## src/rtl/pong_game_ctrl.sv

```systemverilog
// Pong game sequencer: synchronises the pushbuttons, edge-detects wall hits and runs the
// menu / set / serve / play / point / game-over flow in a single clock domain.
module pong_game_ctrl #(
    parameter int unsigned MAX_SCORE_INIT    = 5,
    parameter int unsigned MAX_SCORE_LIMIT   = 20,
    parameter int unsigned POINT_HOLD_FRAMES = 60
) (
    input  logic       i_clk,
    input  logic       i_rst_n,
    input  logic       i_frame_tick,
    input  logic       i_btn_launch,
    input  logic       i_btn_up,
    input  logic       i_btn_down,
    input  logic       i_left_hit,
    input  logic       i_right_hit,
    output logic [2:0] o_state,
    output logic [4:0] o_max_score,
    output logic [4:0] o_score_p1,
    output logic [4:0] o_score_p2,
    output logic       o_serve_player,
    output logic       o_winner,
    output logic       o_serve_load
);

    localparam int unsigned HOLD_W = $clog2(POINT_HOLD_FRAMES + 1);

    typedef enum logic [2:0] {
        StMenu     = 3'd0,
        StSet      = 3'd1,
        StStart    = 3'd2,
        StPlay     = 3'd3,
        StEndPoint = 3'd4,
        StEndGame  = 3'd5
    } state_e;

    state_e            r_state;
    logic [2:0]        r_sync1;
    logic [2:0]        r_sync2;
    logic [2:0]        r_btn_d;
    logic [1:0]        r_warm;
    logic              r_lh_d;
    logic              r_rh_d;
    logic [4:0]        r_max;
    logic [4:0]        r_p1;
    logic [4:0]        r_p2;
    logic              r_serve;
    logic              r_winner;
    logic              r_serve_load;
    logic              r_win;
    logic [HOLD_W-1:0] r_hold;

    logic [2:0] w_btn_p;
    logic       w_launch_p;
    logic       w_up_p;
    logic       w_down_p;
    logic       w_lh_p;
    logic       w_rh_p;
    logic [4:0] w_p1_inc;
    logic [4:0] w_p2_inc;

    // Edges are only trusted once the synchroniser holds two real post-reset samples, so a
    // button held through reset release never produces a pulse.
    assign w_btn_p    = r_sync2 & ~r_btn_d & {3{r_warm == 2'd3}};
    assign w_launch_p = w_btn_p[0];
    assign w_up_p     = w_btn_p[1];
    assign w_down_p   = w_btn_p[2];
    assign w_lh_p     = i_left_hit & ~r_lh_d;
    assign w_rh_p     = i_right_hit & ~r_rh_d;
    assign w_p1_inc   = r_p1 + 5'd1;
    assign w_p2_inc   = r_p2 + 5'd1;

    always_ff @(posedge i_clk or negedge i_rst_n) begin
        if (!i_rst_n) begin
            r_sync1 <= 3'b000;
            r_sync2 <= 3'b000;
            r_btn_d <= 3'b000;
            r_warm  <= 2'd0;
            r_lh_d  <= 1'b0;
            r_rh_d  <= 1'b0;
        end else begin
            r_sync1 <= {i_btn_down, i_btn_up, i_btn_launch};
            r_sync2 <= r_sync1;
            r_btn_d <= r_sync2;
            if (r_warm != 2'd3) begin
                r_warm <= r_warm + 2'd1;
            end
            r_lh_d <= i_left_hit;
            r_rh_d <= i_right_hit;
        end
    end

    always_ff @(posedge i_clk or negedge i_rst_n) begin
        if (!i_rst_n) begin
            r_state      <= StMenu;
            r_max        <= 5'(MAX_SCORE_INIT);
            r_p1         <= 5'd0;
            r_p2         <= 5'd0;
            r_serve      <= 1'b0;
            r_winner     <= 1'b0;
            r_serve_load <= 1'b0;
            r_win        <= 1'b0;
            r_hold       <= '0;
        end else begin
            r_serve_load <= 1'b0;
            case (r_state)
                StMenu: begin
                    if (w_launch_p) begin
                        r_state <= StSet;
                    end
                end
                StSet: begin
                    if (w_launch_p) begin
                        r_state      <= StStart;
                        r_p1         <= 5'd0;
                        r_p2         <= 5'd0;
                        r_serve      <= 1'b0;
                        r_serve_load <= 1'b1;
                    end else if (w_up_p && !w_down_p) begin
                        if (r_max < 5'(MAX_SCORE_LIMIT)) begin
                            r_max <= r_max + 5'd1;
                        end
                    end else if (w_down_p && !w_up_p) begin
                        if (r_max > 5'd1) begin
                            r_max <= r_max - 5'd1;
                        end
                    end
                end
                StStart: begin
                    if (w_launch_p) begin
                        r_state <= StPlay;
                    end
                end
                StPlay: begin
                    // A hit on the right wall scores for the left player and vice versa.
                    if (w_rh_p && !w_lh_p) begin
                        r_p1    <= w_p1_inc;
                        r_serve <= 1'b1;
                        r_win   <= (w_p1_inc == r_max);
                        if (w_p1_inc == r_max) begin
                            r_winner <= 1'b0;
                        end
                        r_hold  <= '0;
                        r_state <= StEndPoint;
                    end else if (w_lh_p && !w_rh_p) begin
                        r_p2    <= w_p2_inc;
                        r_serve <= 1'b0;
                        r_win   <= (w_p2_inc == r_max);
                        if (w_p2_inc == r_max) begin
                            r_winner <= 1'b1;
                        end
                        r_hold  <= '0;
                        r_state <= StEndPoint;
                    end
                end
                StEndPoint: begin
                    if (i_frame_tick) begin
                        if (r_hold == HOLD_W'(POINT_HOLD_FRAMES - 1)) begin
                            r_hold <= '0;
                            if (r_win) begin
                                r_state <= StEndGame;
                            end else begin
                                r_state      <= StStart;
                                r_serve_load <= 1'b1;
                            end
                        end else begin
                            r_hold <= r_hold + 1'b1;
                        end
                    end
                end
                StEndGame: begin
                    if (w_launch_p) begin
                        r_state  <= StMenu;
                        r_p1     <= 5'd0;
                        r_p2     <= 5'd0;
                        r_max    <= 5'(MAX_SCORE_INIT);
                        r_winner <= 1'b0;
                    end
                end
                default: begin
                    r_state <= StMenu;
                end
            endcase
        end
    end

    assign o_state        = r_state;
    assign o_max_score    = r_max;
    assign o_score_p1     = r_p1;
    assign o_score_p2     = r_p2;
    assign o_serve_player = r_serve;
    assign o_winner       = r_winner;
    assign o_serve_load   = r_serve_load;

endmodule

```

## config.mk

```make
export PLATFORM = sky130hd
export DESIGN_NAME = pong_game_ctrl
export DESIGN_NICKNAME = d
export VERILOG_FILES = /design/src/rtl/pong_game_ctrl.sv
export SDC_FILE = /design/constraint.sdc
export NUM_CORES = 1
export LEC_CHECK = 0
export CAP_MARGIN = 40
export CORE_MARGIN = 2
export CORE_UTILIZATION = 40
export CTS_BUF_LIST = sky130_fd_sc_hd__clkbuf_4 sky130_fd_sc_hd__clkbuf_8 sky130_fd_sc_hd__clkbuf_16
export DETAILED_ROUTE_END_ITERATION = 7
export PLACE_DENSITY = 0.61
export SETUP_SLACK_MARGIN = 0.4
export SLEW_MARGIN = 20
export SYNTH_ARGS = -nofsm -noshare
export SYNTH_HDL_FRONTEND = slang
export SYNTH_SLANG_ARGS = --single-unit
```

## constraint.sdc

```tcl
create_clock -name i_clk -period 2.3 [get_ports i_clk]
set_input_delay 0.345 -clock i_clk [delete_from_list [all_inputs] [get_ports i_clk]]
set_output_delay 0.345 -clock i_clk [all_outputs]
set_load 0.01 [all_outputs]
```

# Yosys cells after proc, flatten, opt, wreduce, memory -nomap -nowiden
# Index checks and enable logic that the tools add are counted.
totals:
  n_memories: 0
  rom_bits: 0
  output_inout_bits: 21
  ff_bits: 41
  ram_bits: 0
  latchBits: 0
classes:
  bitwise: 7
  mul: 0
  order_cmp: 2
  n_addsub: 6
  n_eq_ne: 27
  shifts: 0
  div_mod_pow: 0
  mux: 44
  n_reduce_logical: 24
ops:
  columns: ["operator", "count"]
  rows:
  - ["$mux W5", 10]
  - ["$pmux W5 S2", 3]
  - ["$mux W3", 9]
  - ["$mux W6", 4]
  - ["$ne A2 B2 Y1 const B", 11]
  - ["$ne A3 B3 Y1 const B", 6]
  - ["$pmux W3 S6", 1]
  - ["$add A5 B1 Y5 const B", 3]
  - ["$mux W1", 13]
  - ["$pmux W6 S2", 1]
  - ["$reduce_bool A2 Y1", 6]
  - ["$eq A5 B5 Y1", 2]
  - ["$reduce_and A3 Y1", 3]
  - ["$reduce_and A7 Y1", 1]
  - ["$add A6 B1 Y6 const B", 1]
  - ["$and A3 B3 Y3", 2]
  - ["$eq A3 B2 Y1 const B", 2]
  - ["$eq A3 B3 Y1 const B", 2]
  - ["$eq A6 B6 Y1 const B", 1]
  - ["$pmux W1 S2", 3]
  - ["$reduce_and A6 Y1", 1]
  - ["$gt A5 B1 Y1 const B", 1]
  - ["$lt A5 B5 Y1 const B", 1]
  - ["$reduce_and A5 Y1", 1]
  - ["14 further kinds", 22]

# Depth between registers and ports, before layout
depth:
  ltp_word: 9
  mapped_depth: 11
  mapped_depth_nobuf: 10

# Worst setup path after synthesis
# No wires, ideal clock.
synth_timing:
  kind: "flip-flop to flip-flop"
  start: "reg r_warm[0]"
  end: "reg r_max[2], in the netlist o_max_score[2]"
  n_path_buf: 1
  slack_ns: 0.166
  setup_ns: 0.080
  period_less_slack_ns: 2.134
  stages_incl_launch_ff: 12
  t_arrival_ns: 2.054
  required_time_ns: 2.220
  path_cell_list: "dfrtp_1 > ha_1 > nand2_1 > nor2_1 > ha_1 > clkbuf_1 > nor4_1 > o21ai_0 > nand3_1 > a21oi_1 > mux2_2 > o22a_1"
synth_between:
  elab_chain_len: 7
  word_cells_on_any_way: 15
synth_lines:
  columns: ["element", "line_no", "source"]
  rows:
  - ["start, declared", "40", "logic [1:0] r_warm;"]
  - ["start signal, assigned", "85", "r_warm <= r_warm + 2'd1;"]
  - ["$eq A2 B2 Y1 (*)", "63", "assign w_btn_p = r_sync2 & ~r_btn_d & {3{r_warm == 2'd3}};"]
  - ["$and A3 B3 Y3 (*)", "63", null]
  - ["$logic_not A1 Y1", "118", "end else if (w_up_p && !w_down_p) begin"]
  - ["$logic_and A1 B1 Y1", "118", null]
  - ["$mux W5", "118", null]
  - ["$mux W5", "112", "if (w_launch_p) begin"]
  - ["$pmux W5 S2", "105", "case (r_state)"]
  - ["end signal, assigned", "95", "r_max <= 5'(MAX_SCORE_INIT);"]
  - ["end signal, assigned", "120", "r_max <= r_max + 5'd1;"]
  - ["end signal, assigned", "124", "r_max <= r_max - 5'd1;"]
  - ["end, declared", "43", "logic [4:0] r_max;"]
# Every way passes the cells marked *; elsewhere a longest branch is shown, timed or not. The select of a mux whose other input is x is not followed.
# A chain may end at the register's enable or synchronous reset.

# Worst setup path in the final report
layout_timing:
  start: "reg r_p2[0], in the netlist o_score_p2[0]"
  end: "reg r_winner, in the netlist o_winner"
layout_between:
  elab_chain_len: 4
layout_lines:
  columns: ["element", "line_no", "source"]
  rows:
  - ["start, declared", "45", "logic [4:0] r_p2;"]
  - ["start signal, assigned", "145", "r_p2 <= w_p2_inc;"]
  - ["$add A5 B1 Y5", "70", "assign w_p2_inc = r_p2 + 5'd1;"]
  - ["$eq A5 B5 Y1", "148", "if (w_p2_inc == r_max) begin"]
  - ["$ne A3 B3 Y1 (no source line)", null, null]
  - ["$reduce_and A5 Y1 (no source line)", null, null]
  - ["end signal, assigned", "140", "r_winner <= 1'b0;"]
  - ["end signal, assigned", "149", "r_winner <= 1'b1;"]
  - ["end signal, assigned", "176", "r_winner <= 1'b0;"]
  - ["end, declared", "47", "logic r_winner;"]
# No other way between the ends.

==> summary.txt <==
outcome: finished, final reports clean
clock slew at reported path FFs: 90 ps
Setup Total Neg Slack: 0 ps
Syn-to-layout area delta: 38.7%
largest net degree at the start of global routing: 22
detailed-route via count: 1,969
Die Ht: 79.9 um
number of diodes: 0
clock share of power: 20.1%
required time worst endpoint: 2500 ps
detail-routed via count per cell: 5.37
Slew @ Worst Pin: 435 ps
Mapped Nets: 258
storage element area: 0.00104 sq mm
I/O pin count: 29
DR top layer: met4
Final #Nets: 312
Sequential Power Share: 37.0%
first-pass GRT wire length: 8740 um
cell row count: 27
area of the multi-input gates: 0.00139 sq mm
static leakage: 1.33 nW
Mapped Cells: 240
fraction of registers with async set/reset: 100%
Placed Cells incl. Taps: 336
Detailed Place HPWL: 3480 um
CTS Root Cell: clkbuf_8
Placement Cell Area: 0.00269 sq mm
top cell type's share of synthesized area: 42.4%
CP endpoint kind: flop
register area share after synthesis: 44.7%
core area: 0.00554 sq mm
initial antenna violation count: 0
vias in the first global route: 1,832
EDFF count, synth: 0
met3 wire len: 192 um
WL met2: 2750 um
Max Transition Viols Final: 0
grt total ovfl: 0
Tmin final: 2000 ps
Max Cap Violations: 0
Comb power frac: 42.8%
TritonRoute pass-1 iters: 4
Cell Pwr Density: 935 mW/mm^2
M1 WL: 2580 um
Worst EP arrival: 2200 ps
Fin Hold WS: 174 ps
final setup violation count: 0
Yosys top cell by area: dfrtp_1
H-Tree Level Count: 2
Synth cell types: 49
Synth Flop Type: dfrtp_1
gpl congestion: 0.810
r2r setup slk: 300 ps
warnings from Yosys: 0
switching power share of the total: 36.3%
Critical Path Fanout Max: 6
period utilization: 87.0%
area of the die: 0.00638 sq mm
DIE WIDTH: 79.9 um
final worst slack: 300 ps
Syn Area/Cell: 9.59 sq um
DRC: 0
commonest cells in the synthesized netlist: dfrtp_1 (39), nand2_1 (24), o21ai_0 (22)
switching power: 0.00108 W
internal power: 0.00190 W
later-pin clock latency in the skew report: 310 ps
Total GRT Usage: 17.9%
CTS tree: yes
VDD IR max: 0.564 mV
final WL: 5630 um
DP Worst Slack: -18.6 ps
most frequent cell after synthesis: dfrtp_1
starting density of the core: 41.6%
Fill cells: 497
element type at the critical path start: flop
initial DRC count: 104
share of post-route cells with drive strength above 1: 29.8%
maximum clock insertion buffer count: 2
top post-synthesis cells by area: dfrtp_1 (42%), ha_1 (5.4%), o21ai_0 (4.8%), nand2_1 (3.9%), xnor2_1 (3.8%)
slowest cell on the critical path: dfrtp_2
Final Hold Vio Count: 0
IO buf count: 28
Wirelength per Cell: 15.3 um
unrepaired setup endpoints after global routing: yes
CP Class: flop to flop
synthesized cell area: 0.00230 sq mm
f_max: 0.500 GHz
clock skew: 11.6 ps
clock sink total: 41
hold crit path type: primary input to flop
Num CTS Buffers: 5
Synth Register Bits: 41
CP max stage delay: 460 ps
max_slew headroom: 70.9%
crit-path cells: ha_2 > nand3_1 > nor2b_1 > nor4_1 > o21ai_2 > a21oi_2 > mux2_2
non-filler cells, final: 367
DRT antenna net count: 0
final instance area: 0.00319 sq mm
==> metrics by stage <==
step | total power [W] | util, %
global placement | 0.00209 | 48.6
detailed placement | 0.00210 | 48.6
floorplan | 0.00174 | -
global route | 0.00319 | 57.7
CTS | 0.00281 | 53.2
finish | 0.00299 | 57.7
==> worst max-delay path: cells and delay by family, from the launching register on <==
kind | cells | cell delay (ps)
simple gates | 3 | 540
fa+ha+maj | 1 | 240
flops | 1 | 460
mux | 1 | 350
compound gates | 2 | 330
==> worst paths after layout <==
kind                                     from              to  cells past startpoint
worst max-delay path            o_score_p2[0]        o_winner                      7
worst min-delay path              i_right_hit          r_rh_d                      1
worst max register to register  o_score_p2[0]        o_winner                      7
worst min register to register     r_sync1[1]      r_sync2[1]                      0
max in group asynchronous             i_rst_n   o_score_p2[0]                      3
min in group asynchronous             i_rst_n  o_max_score[3]                      2
==> state kept, by name, indices dropped and copies added, names as in the netlist <==
signal,flops
o_max_score,5
o_score_p1,5
o_score_p2,5
o_serve_load,1
o_serve_player,1
o_state,3
o_winner,1
r_btn_d,3
r_hold,6
r_lh_d,1
r_rh_d,1
r_sync1,3
r_sync2,3
r_warm,2
r_win,1
==> layout make-up <==
type	count	area share, %
clock buffer	6	2.39
inverter	8	0.940
tap	72	2.82
multi-input combinational	179	43.5
sequential	41	32.5
clock inverter	2	1.10
timing repair buffer	59	16.8
==> cells by family (layout without fill, tap and decap cells) <==
group                    count (synthesis)  after routing  share of synthesized area [%]
XOR/XNOR                                18             18                           7.50
adder cells (fa/ha/maj)                 10             10                           5.43
buffers and inverters                   20             75                           3.64
flip-flops                              41             41                           44.7
multiplexers                             7              7                           3.26
AO/OA/AOI/OAI                           56             56                           15.3
AND/OR/NAND/NOR                         88             88                           20.2
==> metal layers <==
metal / vias up / global-route usage [%]
li1: 949 / -
met1: 963 / 24.1
met2: 50 / 28.2
met3: 7 / 3.05
met4: 0 / 7.97
met5: - / 0
==> power groups by stage <==
stage	Sequential (W)	Clock [W]	Combinational, W
after floorplan	0.00104	0	0.000700
after global placement	0.00112	0	0.000964
final	0.00111	0.000601	0.00128
after detailed placement	0.00112	0	0.000974
after global routing	0.00113	0.000655	0.00141
after CTS	0.00109	0.000617	0.00110
==> timing repair <==
item	CTS	global route
pin swaps	10	12
buffers inserted	10	12
endpoints found under the hold margin	7	0
resized for setup	14	37
setup endpoints to repair	15	24
hold buffers	1	0
==> placed cells by master (no fill, tap or decap), types with 3 or more instances in the layout <==
cell	synthesis	routed
ha_4	0	4
mux2i_1	3	3
nor2_4	0	3
nor3_1	7	4
and2_1	3	4
dfrtp_1	39	32
a21oi_1	10	6
dfrtp_2	0	7
inv_1	8	8
o31ai_1	3	3
clkbuf_8	0	5
clkdlybuf4s50_1	0	25
o21ai_0	22	19
xor2_1	7	7
nand2_1	24	23
ha_1	10	4
a21o_1	3	3
xnor2_1	10	10
buf_4	1	27
nand3_1	13	12
mux2_2	4	3
a21oi_2	0	3
and3_2	3	3
nor2_1	12	9
nand2b_1	5	5
o22a_1	3	3
No activity file was read; power rests on OpenSTA's default activity.
